[config.mk]
export PLATFORM = sky130hd
export DESIGN_NAME = mem_port_join
export DESIGN_NICKNAME = d
export VERILOG_FILES = /design/src/rtl/mem_port_join.sv
export SDC_FILE = /design/constraint.sdc
export NUM_CORES = 1
export LEC_CHECK = 0
export ABC_CLOCK_PERIOD_IN_PS = 2300
export CORE_MARGIN = 5
export CORE_UTILIZATION = 45
export CTS_CLUSTER_DIAMETER = 50
export DETAILED_ROUTE_END_ITERATION = 16
export GPL_TIMING_DRIVEN = 0
export MAX_ROUTING_LAYER = met4
export PLACE_DENSITY_LB_ADDON = 0.3
export SYNTH_ARGS = -nofsm -noshare
export SYNTH_HDL_FRONTEND = slang
export SYNTH_SLANG_ARGS = --single-unit
[constraint.sdc]
create_clock -name clk -period 2.3 [get_ports clk]
set_input_delay 0.23 -clock clk [delete_from_list [all_inputs] [get_ports clk]]
set_output_delay 0.23 -clock clk [all_outputs]
set_load 0.02 [all_outputs]
[src/rtl/mem_port_join.sv]
// mem_port_join: serializes a pending data access and then an instruction fetch onto one
// shared memory port. Define MEM_JOIN_WDOG_EN to add the sticky response watchdog.
module mem_port_join #(
    parameter int WDOG_CYCLES = 1024
) (
    input  logic        clk,
    input  logic        rst,
    input  logic        instr_read,
    input  logic [31:0] instr_mem_address,
    input  logic        data_read,
    input  logic        data_write,
    input  logic [31:0] data_mem_address,
    input  logic [31:0] data_mem_wdata,
    input  logic [3:0]  data_mbe,
    output logic [31:0] instr_mem_rdata,
    output logic        instr_mem_resp,
    output logic [31:0] data_mem_rdata,
    output logic        data_mem_resp,
    output logic        mem_read,
    output logic        mem_write,
    output logic [31:0] mem_address,
    output logic [31:0] mem_wdata,
    output logic [3:0]  mem_mbe,
    input  logic [31:0] mem_rdata,
    input  logic        mem_resp,
    output logic        wdog_err
);
    // state | meaning
    // IDLE  | sample request ports, launch the first access
    // DATA  | captured load/store driven on the shared port
    // INSTR | captured fetch driven on the shared port
    // DONE  | pulse both responses in the same cycle
    typedef enum logic [1:0] {IDLE, DATA, INSTR, DONE} state_t;

    state_t      state;
    logic        need_d;
    logic        need_i;
    logic        is_write;
    logic [31:0] fetch_addr;
    logic        new_d;

    assign new_d = data_read | data_write;

    // The shared-port outputs double as the captured data request registers.
    always_ff @(posedge clk or negedge rst) begin
        if (!rst) begin
            state           <= IDLE;
            need_d          <= 1'b0;
            need_i          <= 1'b0;
            is_write        <= 1'b0;
            fetch_addr      <= 32'h0;
            instr_mem_rdata <= 32'h0;
            instr_mem_resp  <= 1'b0;
            data_mem_rdata  <= 32'h0;
            data_mem_resp   <= 1'b0;
            mem_read        <= 1'b0;
            mem_write       <= 1'b0;
            mem_address     <= 32'h0;
            mem_wdata       <= 32'h0;
            mem_mbe         <= 4'h0;
        end else begin
            instr_mem_resp <= 1'b0;
            data_mem_resp  <= 1'b0;
            case (state)
                IDLE: begin
                    need_d     <= new_d;
                    need_i     <= instr_read;
                    is_write   <= data_write;
                    fetch_addr <= instr_mem_address;
                    if (new_d) begin
                        state       <= DATA;
                        mem_write   <= data_write;
                        mem_read    <= ~data_write;
                        mem_address <= data_mem_address;
                        mem_wdata   <= data_write ? data_mem_wdata : 32'h0;
                        mem_mbe     <= data_write ? data_mbe : 4'hF;
                    end else if (instr_read) begin
                        state       <= INSTR;
                        mem_write   <= 1'b0;
                        mem_read    <= 1'b1;
                        mem_address <= instr_mem_address;
                        mem_wdata   <= 32'h0;
                        mem_mbe     <= 4'hF;
                    end
                end
                DATA: begin
                    if (mem_resp) begin
                        if (!is_write) begin
                            data_mem_rdata <= mem_rdata;
                        end
                        if (need_i) begin
                            state       <= INSTR;
                            mem_write   <= 1'b0;
                            mem_read    <= 1'b1;
                            mem_address <= fetch_addr;
                            mem_wdata   <= 32'h0;
                            mem_mbe     <= 4'hF;
                        end else begin
                            state          <= DONE;
                            mem_write      <= 1'b0;
                            mem_read       <= 1'b0;
                            instr_mem_resp <= need_i;
                            data_mem_resp  <= need_d;
                        end
                    end
                end
                INSTR: begin
                    if (mem_resp) begin
                        instr_mem_rdata <= mem_rdata;
                        state           <= DONE;
                        mem_write       <= 1'b0;
                        mem_read        <= 1'b0;
                        instr_mem_resp  <= need_i;
                        data_mem_resp   <= need_d;
                    end
                end
                DONE: begin
                    state <= IDLE;
                end
                default: begin
                    state <= IDLE;
                end
            endcase
        end
    end

`ifdef MEM_JOIN_WDOG_EN
    localparam int CW = $clog2(WDOG_CYCLES + 1);
    localparam logic [CW-1:0] WDOG_LAST = CW'(WDOG_CYCLES - 1);

    logic [CW-1:0] wdog_cnt;
    logic          waiting;

    assign waiting = ((state == DATA) || (state == INSTR)) && !mem_resp;

    // Held at zero outside a wait, so it restarts on every DATA/INSTR entry.
    always_ff @(posedge clk or negedge rst) begin
        if (!rst) begin
            wdog_cnt <= '0;
            wdog_err <= 1'b0;
        end else if (!waiting) begin
            wdog_cnt <= '0;
        end else if (wdog_cnt == WDOG_LAST) begin
            wdog_err <= 1'b1;
        end else begin
            wdog_cnt <= wdog_cnt + 1'b1;
        end
    end
`else
    logic unused_wdog_cfg;

    assign unused_wdog_cfg = (WDOG_CYCLES > 0);
    assign wdog_err        = 1'b0;
`endif

endmodule

==> run metrics <==
status completed; final hold violation count 0; Fmax 464 MHz; EDFF count, synth 0; Boundary Pins 275; crit path capture type register; final net count 1042; final antenna diode count 0; post-route clock period utilization 93.6%; Crit Path Max Fanout 10; GP Congestion 0.798; DRC violation count after routing 0; top_reg_cell synth dfrtp_1; max-slew violations 0; Area Overhead vs Synth 46.8%; PortBufs 272; CTS Sinks 173; Post-DP Area ~11000 sq um; clock transition at the registers of the reported paths 0.06 ns; WL/cell 18.5 microns; slowest CP cell or4b_4; Tot Pwr 16.4 mW; Synth Net Count about 750; via count about 6000; TritonRoute pass-1 iters 4; final WL roughly 21000 microns; fin crit period 2.15 ns; 1st-iter DRT viols between 200 and 250; # Post-CTS Setup Buffers 0; CORE AREA around 17000 sq um; Seq/Total Area, Yosys between 50% and 60%; setup TNS 0 ns; vias in the first global route 6259; number of cell rows between 40 and 50; # fillers approximately 1400; Crit path largest cell delay 0.46 ns; TritonCTS clock tree built; Finish-stage setup viols 0; Synth cell types 33; Reg area 4330 sq um; crit-path cells inv_2 -> ha_2 -> or4b_4 -> buf_6 -> and2_1 -> buf_2 -> buf_6 -> a32o_1; relative slew slack 56.1%; Post-Synthesis Cell Area approximately 7800 sq um; clk_skew 0.00757 ns; Tightest Pin Transition 0.649 ns; total gr overflow 0; synth warn 0; Root Driver clkbuf_16; wire length of the first global-routing pass 33800 microns; FF+latch count, synth between 150 and 200; DIE HEIGHT 141 microns; crit path kind register to register; Worst setup SP type register; design area 11400 sq um; Gate Count Post-Synth 604; maximum clock insertion buffer count 2; initial antenna violation count 0; commonest non-fill, non-tap cell in the layout clkdlybuf4s50_1; clk_lat worst skew 0.42 ns; die width 141 microns; Initial Util 45.3%; cts bufs inserted 17; Die ar. 20000 sq um; setup slack after layout 0.147 ns; Post-Place Setup Slack -0.230 ns; hold_ws approximately 0.3 ns; VDD IR max 0.740 mV; Power Density 1440 nW/um^2; required time of the critical path 2.60 ns; ys async rst share 100%; Detail Route Antenna Nets 0; mean area per synthesized cell 12.8 sq um; Max-Cap Viols 0; htree depth 4; Crit path top cell by count buf_6; most frequent cells in the layout 271 x clkdlybuf4s50_1, 173 x dfrtp_1, 100 x mux2_2, 37 x inv_1, 35 x mux2i_1; leakage 5.03 nW; largest net degree at the start of global routing 111; RSZ-0062 raised after global routing false; GRT Total Usage 21.8%; Hold Path Class input port to register; area of the multi-input gates roughly 3000 sq um; post-DP HPWL between 15000 and 20000 microns; arrival time at the worst endpoint about 2.5 ns; layout cells sized above 1 17.9%; Vias/cell between 5 and 6
synth_stat cells, drive strengths merged (3+ instances only):
cell type	number	area share, %
o21ai	5	0.32
clkbuf	31	1.5
mux2	100	15
ha	7	1.1
a21o	32	3.1
a31oi	8	0.65
dfrtp	173	56
nand2	33	1.6
nor2b	4	0.32
mux2i	35	4.5
nor2	3	0.15
buf	19	1.9
inv	39	1.9
a32o	32	4.1
o21a	32	3.1
nand3	3	0.19
a211o	32	3.6
worst max-delay path, delay by kind of cell (launching register included):
kind	cells	cell delay (ns)
DFF	1	0.43
AOI/OAI and AO/OA	1	0.22
and+or+nand+nor	2	0.58
buffers and inverters	4	0.59
adders and majority gates	1	0.20
sequential cells by signal, summed over array words and instances, names as in the netlist:
register,flops
data_mem_rdata,32
is_write,1
mem_read,1
mem_mbe,4
mem_address,32
fetch_addr,32
mem_write,1
data_mem_resp,1
state,2
instr_mem_rdata,32
need_i,1
mem_wdata,32
need_d,1
instr_mem_resp,1
where the power goes:
part | internal [mW] | switching [mW] | total, mW
Clock | 1.52 | 1.23 | 2.75
Combinational | 4.39 | 4.09 | 8.48
Sequential | 4.47 | 0.729 | 5.20
logic make-up (layout without fill, tap and decap cells):
logic type	count (synthesis)	in the layout	synth area share [%]
AO/OA/AOI/OAI	145	145	15.3
buffers and inverters	89	395	5.29
AND/OR/NAND/NOR	54	54	3.34
flip-flops	173	173	55.9
other	1	1	0.0484
multiplexers	135	135	19.0
adder cells (fa/ha/maj)	7	7	1.13
routing by layer:
| metal | track usage [%] | vias to the layer above | routed length (microns) |
|---|---|---|---|
| met5 | - | - | 0 |
| met4 | 7.90 | 0 | 532 |
| met3 | 4.14 | 35 | 1270 |
| met2 | 35.2 | 206 | 10400 |
| met1 | 27.7 | 2866 | 8760 |
| li1 | - | 2744 | - |
through the flow:
| stage | std cells | util [%] |
|---|---|---|
| after global placement | 1101 | 62.8 |
| final | 1135 | 66.5 |
| after CTS | 1135 | 66.4 |
| after floorplan | 604 | - |
| after detailed placement | 1102 | 63.0 |
| after global routing | 1135 | 66.5 |
final timing paths:
path / cells past startpoint / slack, ns / end / startpoint
max: 8 / 0.15 / mem_address[3]$_DFFE_PN0P_ / state[1]$_DFFE_PN0P_
min: 4 / 0.30 / mem_write$_DFFE_PN0P_ / data_read
max reg2reg: 8 / 0.15 / mem_address[3]$_DFFE_PN0P_ / state[1]$_DFFE_PN0P_
min reg2reg: 1 / 0.49 / mem_address[11]$_DFFE_PN0P_ / mem_address[11]$_DFFE_PN0P_
max in group asynchronous: 3 / 1.05 / data_mem_rdata[6]$_DFFE_PN0P_ / rst
min in group asynchronous: 2 / 0.33 / mem_address[19]$_DFFE_PN0P_ / rst
cell type report:
cell class              instances  share of cell area, %
flip-flops and latches        173                   38.0
repair buffers                274                   24.3
well taps                     225                   2.47
multi-input cells             342                   26.5
inverters                      39                   1.29
clock buffers                  19                   3.80
plain buffers                  50                   2.43
clock inverters                13                   1.17
repair_timing:
action,4_1_cts,5_1_grt
pin swaps,0,0
hold endpoints to repair,63,0
endpoints found under the setup margin,60,65
resized for setup,8,7
hold buffers,1,0
(Power assumes the default switching activity.)
